$ cat config.mk
export PLATFORM = sky130hd
export DESIGN_NAME = game_ctrl_param
export DESIGN_NICKNAME = d
export VERILOG_FILES = /design/src/rtl/game_ctrl_param.sv
export SDC_FILE = /design/constraint.sdc
export NUM_CORES = 1
export LEC_CHECK = 0
export CORE_UTILIZATION = 56
export CTS_CLUSTER_DIAMETER = 150
export DETAILED_ROUTE_END_ITERATION = 16
export HOLD_SLACK_MARGIN = 0.05
export PLACE_DENSITY_LB_ADDON = 0.12
export RECOVER_POWER = 25
export SLEW_MARGIN = 15
export SYNTH_ARGS = -nofsm -noshare
export SYNTH_HDL_FRONTEND = slang
export SYNTH_HIERARCHICAL = 1
export SYNTH_SLANG_ARGS = --single-unit
$ cat constraint.sdc
create_clock -name clk -period 4.75 [get_ports clk]
set_clock_uncertainty 0.15 [all_clocks]
set_input_delay 1.1875 -clock clk [delete_from_list [all_inputs] [get_ports clk]]
set_output_delay 1.1875 -clock clk [all_outputs]
set_load 0.05 [all_outputs]
$ cat src/rtl/game_ctrl_param.sv
// Parametrised bird-and-tubes game controller: frame/key edge detect, LFSR gaps, scroll, collision, score.
// Optional high-score register enabled by defining GAME_HISCORE_EN.

module game_ctrl_param_slot #(
  parameter int TUBE_W = 32,
  parameter int GAP_H  = 64,
  parameter int BIRD_X = 184,
  parameter int BIRD_W = 32
) (
  input  logic [11:0] x_i,
  input  logic [11:0] h_i,
  input  logic [11:0] bird_y_i,
  output logic        hit_o,
  output logic        pass_o
);
  localparam logic [12:0] TW = 13'(TUBE_W);
  localparam logic [12:0] GH = 13'(GAP_H);
  localparam logic [12:0] BX = 13'(BIRD_X);
  localparam logic [12:0] BW = 13'(BIRD_W);

  logic [12:0] x, h, by;
  logic        busy, hovl, vhit;

  // 13-bit widening keeps x+TUBE_W and h+GAP_H from wrapping.
  assign x    = {1'b0, x_i};
  assign h    = {1'b0, h_i};
  assign by   = {1'b0, bird_y_i};
  assign busy = |h_i;
  assign hovl = ((x + TW) > BX) && (x < (BX + BW));
  assign vhit = (by < h) || (by > (h + GH));

  assign hit_o  = busy & hovl & vhit;
  assign pass_o = busy & (x == (BX - TW));
endmodule

module game_ctrl_param #(
  parameter int          N_TUBE     = 5,
  parameter int          SCR_W      = 640,
  parameter int          SCR_H      = 480,
  parameter int          TUBE_W     = 32,
  parameter int          TUBE_PITCH = 128,
  parameter int          GAP_H      = 64,
  parameter int          BIRD_X     = 184,
  parameter int          BIRD_W     = 32,
  parameter int          BIRD_Y0    = 240,
  parameter int          JUMP       = 20,
  parameter int          FALL_DIV   = 2,
  parameter int          H_MIN      = 100,
  parameter logic [7:0]  JUMP_KEY   = 8'h30
) (
  input  logic                    clk,
  input  logic                    rst_n,
  input  logic                    vs_in,
  input  logic [7:0]              rx_data,
  input  logic                    rx_data_valid,
  output logic [1:0]              state,
  output logic [11:0]             bird_y,
  output logic [12*N_TUBE-1:0]    tube_x,
  output logic [12*N_TUBE-1:0]    tube_h,
  output logic [15:0]             score,
  output logic [15:0]             hiscore
);
  if ((H_MIN + 240 + GAP_H > SCR_H) || (N_TUBE < 2) || (N_TUBE > 8) ||
      (FALL_DIV < 1) || (FALL_DIV > 15)) begin : g_param_err
    $error("game_ctrl_param: illegal parameter set");
  end

  typedef enum logic [1:0] {S_IDLE = 2'd0, S_OVER = 2'd1, S_PLAY = 2'd2} state_e;
  typedef logic [N_TUBE-1:0][11:0] slots_t;

  function automatic slots_t init_x();
    slots_t v;
    for (int i = 0; i < N_TUBE; i++) v[i] = (i == N_TUBE-1) ? 12'(SCR_W + 60) : 12'd1600;
    return v;
  endfunction

  function automatic slots_t init_h();
    slots_t v;
    for (int i = 0; i < N_TUBE; i++) v[i] = (i == N_TUBE-1) ? 12'(H_MIN) : 12'd0;
    return v;
  endfunction

  localparam slots_t      TX_RST     = init_x();
  localparam slots_t      TH_RST     = init_h();
  localparam logic [11:0] BIRD_RST   = 12'(BIRD_Y0);
  localparam logic [11:0] JUMP12     = 12'(JUMP);
  localparam logic [11:0] SCROLL_MIN = 12'(SCR_W - TUBE_PITCH);
  localparam logic [11:0] NEW_X      = 12'(SCR_W);
  localparam logic [11:0] H12        = 12'(H_MIN);
  localparam logic [3:0]  FALL_TOP   = 4'(FALL_DIV - 1);
  localparam logic [12:0] Y_LO       = 13'd5;
  localparam logic [12:0] Y_HI       = 13'(SCR_H - 5);

  state_e      state_q, state_d;
  logic [11:0] bird_q, bird_d;
  logic [3:0]  fall_q, fall_d;
  slots_t      tx_q, tx_d, th_q, th_d;
  logic [15:0] score_q, score_d;
  logic [15:0] lfsr_q, lfsr_d;
  logic        vs_q, rxv_q;

  logic              tick, key, jump, oob;
  logic [N_TUBE-1:0] hit, pass;

  assign tick = vs_q & ~vs_in;
  assign key  = rx_data_valid & ~rxv_q;
  assign jump = key && (rx_data == JUMP_KEY);
  assign oob  = ({1'b0, bird_q} < Y_LO) || ({1'b0, bird_q} > Y_HI);

  // Fibonacci taps 16,14,13,11 in right-shift form.
  assign lfsr_d = tick ? {lfsr_q[0] ^ lfsr_q[2] ^ lfsr_q[3] ^ lfsr_q[5], lfsr_q[15:1]} : lfsr_q;

  for (genvar i = 0; i < N_TUBE; i++) begin : g_slot
    game_ctrl_param_slot #(
      .TUBE_W (TUBE_W),
      .GAP_H  (GAP_H),
      .BIRD_X (BIRD_X),
      .BIRD_W (BIRD_W)
    ) u_slot (
      .x_i      (tx_q[i]),
      .h_i      (th_q[i]),
      .bird_y_i (bird_q),
      .hit_o    (hit[i]),
      .pass_o   (pass[i])
    );
  end

  always_comb begin
    state_d = state_q;
    bird_d  = bird_q;
    fall_d  = fall_q;
    tx_d    = tx_q;
    th_d    = th_q;
    score_d = score_q;
    unique case (state_q)
      S_IDLE: begin
        bird_d = BIRD_RST;
        fall_d = '0;
        tx_d   = TX_RST;
        th_d   = TH_RST;
        if (key) begin
          state_d = S_PLAY;
          score_d = '0;
        end
      end
      S_PLAY: begin
        // A jump swallows the gravity step of a coincident tick.
        if (jump) begin
          bird_d = (bird_q < JUMP12) ? 12'd0 : bird_q - JUMP12;
        end else if (tick) begin
          if (fall_q == FALL_TOP) begin
            fall_d = '0;
            bird_d = bird_q + 12'd1;
          end else begin
            fall_d = fall_q + 4'd1;
          end
        end
        if (tick) begin
          if (tx_q[N_TUBE-1] >= SCROLL_MIN) begin
            for (int i = 0; i < N_TUBE; i++) tx_d[i] = tx_q[i] - 12'd1;
          end else begin
            for (int i = 0; i < N_TUBE-1; i++) begin
              tx_d[i] = tx_q[i+1];
              th_d[i] = th_q[i+1];
            end
            tx_d[N_TUBE-1] = NEW_X;
            th_d[N_TUBE-1] = H12 + {4'd0, lfsr_q[3:0], 4'd0};
          end
          if ((|pass) && (score_q != 16'hFFFF)) score_d = score_q + 16'd1;
        end
        if ((|hit) || oob) state_d = S_OVER;
      end
      S_OVER: begin
        if (jump) begin
          state_d = S_IDLE;
          bird_d  = BIRD_RST;
          fall_d  = '0;
          tx_d    = TX_RST;
          th_d    = TH_RST;
        end
      end
      default: state_d = S_IDLE;
    endcase
  end

  always_ff @(posedge clk or negedge rst_n) begin
    if (!rst_n) begin
      state_q <= S_IDLE;
      bird_q  <= BIRD_RST;
      fall_q  <= '0;
      tx_q    <= TX_RST;
      th_q    <= TH_RST;
      score_q <= '0;
      lfsr_q  <= 16'hACE1;
      vs_q    <= 1'b0;
      rxv_q   <= 1'b0;
    end else begin
      state_q <= state_d;
      bird_q  <= bird_d;
      fall_q  <= fall_d;
      tx_q    <= tx_d;
      th_q    <= th_d;
      score_q <= score_d;
      lfsr_q  <= lfsr_d;
      vs_q    <= vs_in;
      rxv_q   <= rx_data_valid;
    end
  end

`ifdef GAME_HISCORE_EN
  logic [15:0] hi_q;

  always_ff @(posedge clk or negedge rst_n) begin
    if (!rst_n) begin
      hi_q <= '0;
    end else if ((state_q == S_PLAY) && (state_d == S_OVER) && (score_q > hi_q)) begin
      hi_q <= score_q;
    end
  end

  assign hiscore = hi_q;
`else
  assign hiscore = 16'd0;
`endif

  assign state  = state_q;
  assign bird_y = bird_q;
  assign tube_x = tx_q;
  assign tube_h = th_q;
  assign score  = score_q;
endmodule
==> results of run 1 <==
-- worst reg2reg max path: cells and delay by family, from the launching register on --
family | cells | cell delay [ns]
AOI/OAI and AO/OA | 6 | 1.49
adders and majority gates | 2 | 0.55
buffers and inverters | 2 | 0.14
DFF | 1 | 0.47
and+or+nand+nor | 2 | 1.00
-- through the flow --
| stage | cells | area, sq um | hold WS (ns) | power, mW |
|---|---|---|---|---|
| after global placement | 1774 | 13100 | 0.2687 | 4.249 |
| after global routing | 1806 | 13690 | 0.3095 | 6.069 |
| after detailed placement | 1774 | 13100 | 0.2913 | 4.306 |
| after CTS | 1806 | 13700 | 0.2953 | 5.709 |
| after floorplan | 1461 | 11860 | 0.2559 | 3.599 |
| final | 1806 | 13690 | 0.2958 | 5.745 |
-- power breakdown --
part | total [mW] | switching (mW) | internal, mW | leakage, nW
Combinational | 2.62 | 1.70 | 0.920 | 3.67
Clock | 1.39 | 0.591 | 0.801 | 0.284
Sequential | 1.74 | 0.353 | 1.38 | 1.84
-- cells by family (layout without fill, tap and decap cells) --
logic type      after synthesis  in the layout  synth area share
fa+ha+maj                   126            126            0.1380
compound gates              363            363            0.2172
buf+inv                     203            283           0.08312
mux                          14             14           0.01303
flops                       141            141            0.3123
xor+xnor                     36             36           0.02760
other cells                   2            119         0.0006573
simple gates                459            459            0.2081
-- per-layer routing --
layer	track usage	wire, um
met1	0.4251	14110
met2	0.4997	14770
met3	0.04969	2224
met4	0.1147	673
met5	0	0
-- sequential cells by signal, indices dropped and copies added, names as in the netlist --
| name | flops |
|---|---|
| tube_x | 60 |
| fall_q | 4 |
| bird_y | 12 |
| lfsr_q | 16 |
| vs_q | 1 |
| score | 16 |
| rxv_q | 1 |
| tube_h | 29 |
| state | 2 |
-- placed cells by master (no fill, tap or decap), types with 40 or more instances in the layout --
cell	instances
clkdlybuf4s50_1	127
ha_1	126
conb_1	119
nand2_1	114
dfrtp_1	109
a21oi_1	108
inv_1	106
nor2_1	84
o21ai_0	79
nand3_1	54
nor3_1	40
-- final cells by class --
cell class / instances / area, sq um
Clock inverter: 13 / 155.1
Clock buffer: 19 / 442.9
Inverter: 106 / 397.9
Tap cell: 265 / 331.6
Multi-Input combinational cell: 1117 / 7376
Sequential cell: 141 / 3568
Fill cell: 1590 / 6025
Timing Repair Buffer: 145 / 1421
-- worst paths after layout --
kind,startpoint,endpoint,slack (ns),cells after the start
hold / removal,lfsr_q[11],lfsr_q[10],0.30,2
max in group asynchronous,rst_n,tube_h[2],1.76,1
hold reg to reg,lfsr_q[11],lfsr_q[10],0.30,2
setup / recovery,tube_h[6],state[0],0.81,12
min in group asynchronous,rst_n,lfsr_q[14],1.31,1
setup reg to reg,tube_h[6],state[0],0.81,12
==> results.sh, run 1 <==
export IMPL_final_core_utilization=0.6945
export IMPL_std_cell_rows=51
export IMPL_globalRouteOverflowTotal=0
export IMPL_fp_dieH_um=144.8
export IMPL_clk_latency_ns=0.43
export IMPL_cts_num_sinks=141
export IMPL_fin_tns_setup_ns=0
export IMPL_timing_critical_path_cells="inv_1 -> ha_1 -> inv_1 -> ha_1 -> o21ai_0 -> a21oi_1 -> o41ai_1 -> a2111oi_2 -> or4_1 -> or4_1 -> a311oi_1 -> o22ai_1"
export IMPL_layout_min_cycle_time_ns=3.938
export IMPL_floorplan_die_width_um=144.8
export IMPL_power_density_mw_per_mm2=419.5
export IMPL_post_route_cells_drive_above_1_share=0.08112
export IMPL_io_buffer_count=130
export IMPL_nNetsFinal=1666
export IMPL_routed_via_density=5.974
export IMPL_critical_path_slowest_cell="or4_1"
export IMPL_failed_checks="max-capacitance violations, max-slew violations"
export IMPL_antenna_found_initial=0
export IMPL_cts_made_buffers=17
export IMPL_post_synth_top_count_cell="ha_1"
export IMPL_worstPathRequired_ns=4.89
export IMPL_synthesis_area_per_instance_sq_um=8.501
export IMPL_worst_pin_slew_ns=2.359
export IMPL_finalHoldViolations=0
export IMPL_cts_repair_timing_setup_buffer_count=0
export IMPL_gp_routability_congestion=0.9061
export IMPL_cts_buffer_depth=2
export IMPL_async_flop_share=1.000
export IMPL_setup_worst_path_class="flip-flop to flip-flop"
export IMPL_initial_core_util=0.5794
export IMPL_report_final_slew_viol_count=92
export IMPL_area_growth_pct=19.86
export IMPL_leakage_nw=5.795
export IMPL_cts_hold_buf=0
export IMPL_worstSetupEndpointType="flip-flop"
export IMPL_core_region_area_sq_mm=0.01972
export IMPL_outcome="finished, violations left"
export IMPL_htreeDepth=4
export IMPL_path_buf_inv=2
export IMPL_netlist_area_sq_mm=0.01142
export IMPL_first_pass_grt_wire_length_um=50980
export IMPL_detailed_routing_iteration_count_for_the_pre_antenna_repair_pass=6
export IMPL_place_hpwl_um=21960
export IMPL_post_route_antenna_net_violation_count=0
export IMPL_final_setup_viol_count=0
export IMPL_dr_first_iter_drc_count=976
export IMPL_min_period_over_period=0.8290
export IMPL_critPathMaxStageDelay_ns=0.58
export IMPL_critPathTopFamily="compound AO/OA/AOI/OAI gates"
export IMPL_grt_usage=0.3124
export IMPL_synthTopCellsByArea="dfrtp_1 24%, ha_1 14%, dfstp_2 7.4%"
export IMPL_cts_resized=0
export IMPL_yosysSeqAreaShare=0.3123
export IMPL_synth_lib_cells_used_distinct=77
export IMPL_via_count=10790
export IMPL_fmax_ghz=0.2540
export IMPL_area_of_the_die_sq_mm=0.02098
export IMPL_first_global_vias=10010
export IMPL_cts_root_buf="clkbuf_16"
export IMPL_yosysTopAreaCellShare=0.2387
export IMPL_worstPathMaxFanout=7
export IMPL_timing_critical_path_arrival_ns=4.08
export IMPL_drt_wl_total_um=31780
export IMPL_post_synth_most_frequent_cells="126 x ha_1, 114 x nand2_1, 109 x dfrtp_1"
export IMPL_grt_max_degree=93
export IMPL_min_delay_path_class="flip-flop to flip-flop"
export IMPL_yosys_area_top_type="dfrtp_1"
export IMPL_clk_transition_reported_paths_ns=0.07
export IMPL_drc=0
export IMPL_ys_seq_elements=141
export IMPL_timing_slew_headroom=-0.5725
export IMPL_tritoncts="built"
export IMPL_post_route_worst_setup_slack_ns=0.8122
export IMPL_place_ws_ns=0.8489
export IMPL_postSynth_topFlopCell="dfrtp_1"
export IMPL_diodes=0
export IMPL_synth_edf_count=0
export IMPL_largest_vdd_supply_drop_mv=0.4090
export IMPL_worst_setup_path_start_kind="flip-flop"
export IMPL_synth_warning_count=6
export IMPL_num_io_pins=178
export IMPL_detail_route_wl_per_cell_um=17.60
export IMPL_synthesis_instances=1344
export IMPL_cap_viol_max_count=1
export IMPL_rsz0062_at_grt="no"
No activity file was read; power rests on OpenSTA's default activity.
==> run 2, diff against run 1 <==
--- a/config.mk
+++ b/config.mk
@@ -5,7 +5,7 @@
 export SDC_FILE = /design/constraint.sdc
 export NUM_CORES = 1
 export LEC_CHECK = 0
-export CORE_UTILIZATION = 56
+export CORE_UTILIZATION = 50
 export CTS_CLUSTER_DIAMETER = 150
 export DETAILED_ROUTE_END_ITERATION = 16
 export HOLD_SLACK_MARGIN = 0.05
==> constraint.sdc (replaced) <==
create_clock -name clk -period 3.6 [get_ports clk]
set_clock_uncertainty 0.15 [all_clocks]
set_input_delay 0.9 -clock clk [delete_from_list [all_inputs] [get_ports clk]]
set_output_delay 0.9 -clock clk [all_outputs]
set_load 0.05 [all_outputs]
==> results.sh, run 2 (synthesized netlist as in run 1, its figures left out) <==
export IMPL_nNetsFinal=1727
export IMPL_gp_routability_congestion=0.9229
export IMPL_setup_worst_path_class="flip-flop to flip-flop"
export IMPL_finalHoldViolations=0
export IMPL_cts_hold_buf=0
export IMPL_detail_route_wl_per_cell_um=17.66
export IMPL_grt_usage=0.2878
export IMPL_final_cell_mix="127 x clkdlybuf4s50_1, 122 x ha_1, 119 x conb_1"
export IMPL_globalRouteOverflowTotal=0
export IMPL_largest_vdd_supply_drop_mv=0.4940
export IMPL_clk_transition_reported_paths_ns=0.07
export IMPL_worstSetupEndpointType="flip-flop"
export IMPL_failed_checks="max-capacitance violations, max-slew violations"
export IMPL_grt_max_degree=65
export IMPL_worst_setup_path_start_kind="flip-flop"
export IMPL_leakage_nw=6.079
export IMPL_tritoncts="built"
export IMPL_net_switching_mw=3.532
export IMPL_diodes=0
export IMPL_htreeDepth=4
export IMPL_cts_root_buf="clkbuf_16"
export IMPL_fin_tns_setup_ns=0
export IMPL_power_density_mw_per_mm2=534.4
export IMPL_drt_wl_total_um=33240
export IMPL_cts_made_buffers=17
export IMPL_worstPathRequired_ns=3.74
export IMPL_area_growth_pct=24.82
export IMPL_clk_latency_ns=0.43
export IMPL_worst_pin_slew_ns=1.611
export IMPL_num_io_pins=178
export IMPL_io_buffer_count=130
export IMPL_power_share_sequential=0.288
export IMPL_fmax_ghz=0.2829
export IMPL_gate_power_share=0.486
export IMPL_fillers=1913
export IMPL_timing_critical_path_arrival_ns=3.68
export IMPL_post_route_antenna_net_violation_count=0
export IMPL_detailed_routing_iteration_count_for_the_pre_antenna_repair_pass=5
export IMPL_layout_min_cycle_time_ns=3.535
export IMPL_rsz0062_at_grt="yes"
export IMPL_post_route_cells_drive_above_1_share=0.1323
export IMPL_final_setup_viol_count=0
export IMPL_place_detailed_instances=1842
export IMPL_p_sw_frac=0.4635
export IMPL_min_delay_path_class="flip-flop to flip-flop"
export IMPL_routed_via_density=5.836
export IMPL_std_cell_rows=54
export IMPL_first_pass_grt_wire_length_um=54150
export IMPL_share_clk_of_total_power=0.226
export IMPL_core_region_area_sq_mm=0.02209
export IMPL_cellInternalPower_mw=4.088
export IMPL_stdcell_count=1882
export IMPL_worstPathMaxFanout=6
export IMPL_antenna_found_initial=0
export IMPL_cap_viol_max_count=1
export IMPL_area_of_the_die_sq_mm=0.02346
export IMPL_cts_num_sinks=141
export IMPL_dr_first_iter_drc_count=729
export IMPL_initial_core_util=0.5171
export IMPL_outcome="finished, violations left"
export IMPL_place_hpwl_um=24150
export IMPL_layout_cells_most_common="clkdlybuf4s50_1"
export IMPL_fp_dieH_um=153.2
export IMPL_first_global_vias=10210
export IMPL_drc=0
export IMPL_report_final_slew_viol_count=65
export IMPL_cts_buffer_depth=2
export IMPL_via_count=10980
export IMPL_min_period_over_period=0.9819
export IMPL_timing_slew_headroom=-0.07379
export IMPL_floorplan_die_width_um=153.2
export IMPL_number_of_flip_flops_under_the_largest_register_name=60
[run 2: changes by cell type in the layout (fill, tap and decap cells not counted), sizes merged]
cell	delta
buf	+59
bufinv	-2
clkbuf	+1
clkinv	+2
clkinvlp	+1
[run 2: critical path, stage by stage (launching register included)]
cell and delay [ns]:
dfrtp_2 0.46, ha_2 0.22, xnor2_1 0.13, ha_1 0.29, nand4b_1 0.16, buf_4 0.14, a311oi_2 0.04, o211ai_1 0.27
a2111oi_2 0.11, or4_4 0.56, or4_4 0.44, a311oi_4 0.32, o22ai_1 0.11
[run 2: final cells by class]
cell class	count	area, sq um	share of cell area
multi-input combinational	1117	7476	0.5243
clock inverter	14	128.9	0.009038
inverter	106	397.9	0.02790
clock buffer	18	439.2	0.03080
tap	280	350.3	0.02457
sequential	141	3581	0.2511
timing repair buffer	206	1887	0.1323
[run 2: final timing paths]
kind | from | to | slack [ns] | cells past startpoint
min in group asynchronous | rst_n | lfsr_q[14] | 0.72 | 1
worst max-delay path | tube_h[31] | state[0] | 0.07 | 12
max in group asynchronous | rst_n | tube_h[19] | 0.73 | 2
worst max register to register | tube_h[31] | state[0] | 0.07 | 12
worst min register to register | lfsr_q[6] | lfsr_q[5] | 0.30 | 2
worst min-delay path | lfsr_q[6] | lfsr_q[5] | 0.30 | 2
[run 2: stage by stage]
stage / worst slack (ns) / util / power [mW] / hold WS [ns] / area (sq um)
global route: -0.08091 / 0.6454 / 8.124 / 0.3305 / 14260
floorplan: 0.02975 / - / 4.749 / 0.2559 / 11870
CTS: 0.02307 / 0.6394 / 7.584 / 0.2996 / 14130
global placement: 0.009874 / 0.6131 / 5.788 / 0.2889 / 13550
finish: 0.06527 / 0.6454 / 7.621 / 0.2992 / 14260
detailed placement: -0.08266 / 0.6131 / 5.836 / 0.2902 / 13550
[run 2: per-layer routing]
| layer | global-route usage | up-vias | routed length [um] |
|---|---|---|---|
| met5 | 0 | - | 0 |
| met2 | 0.4512 | 363 | 15310 |
| met4 | 0.08562 | 0 | 590 |
| met1 | 0.4048 | 5304 | 15280 |
| met3 | 0.04962 | 41 | 2051 |
| li1 | - | 5276 | - |
[run 2: power groups by stage]
stage                     registers (mW)  clock network [mW]  logic (mW)
after floorplan                     2.62                   0        2.12
after global placement              2.21                   0        3.58
after detailed placement            2.21                   0        3.62
after CTS                           2.19                1.75        3.65
after global routing                2.24                1.82        4.06
final                               2.19                1.73        3.70
[run 2: what timing repair did]
action / CTS / global route
setup buffers: 0 / 8
pin swaps: 1 / 14
resized for setup: 2 / 27
setup endpoints to repair: 2 / 2
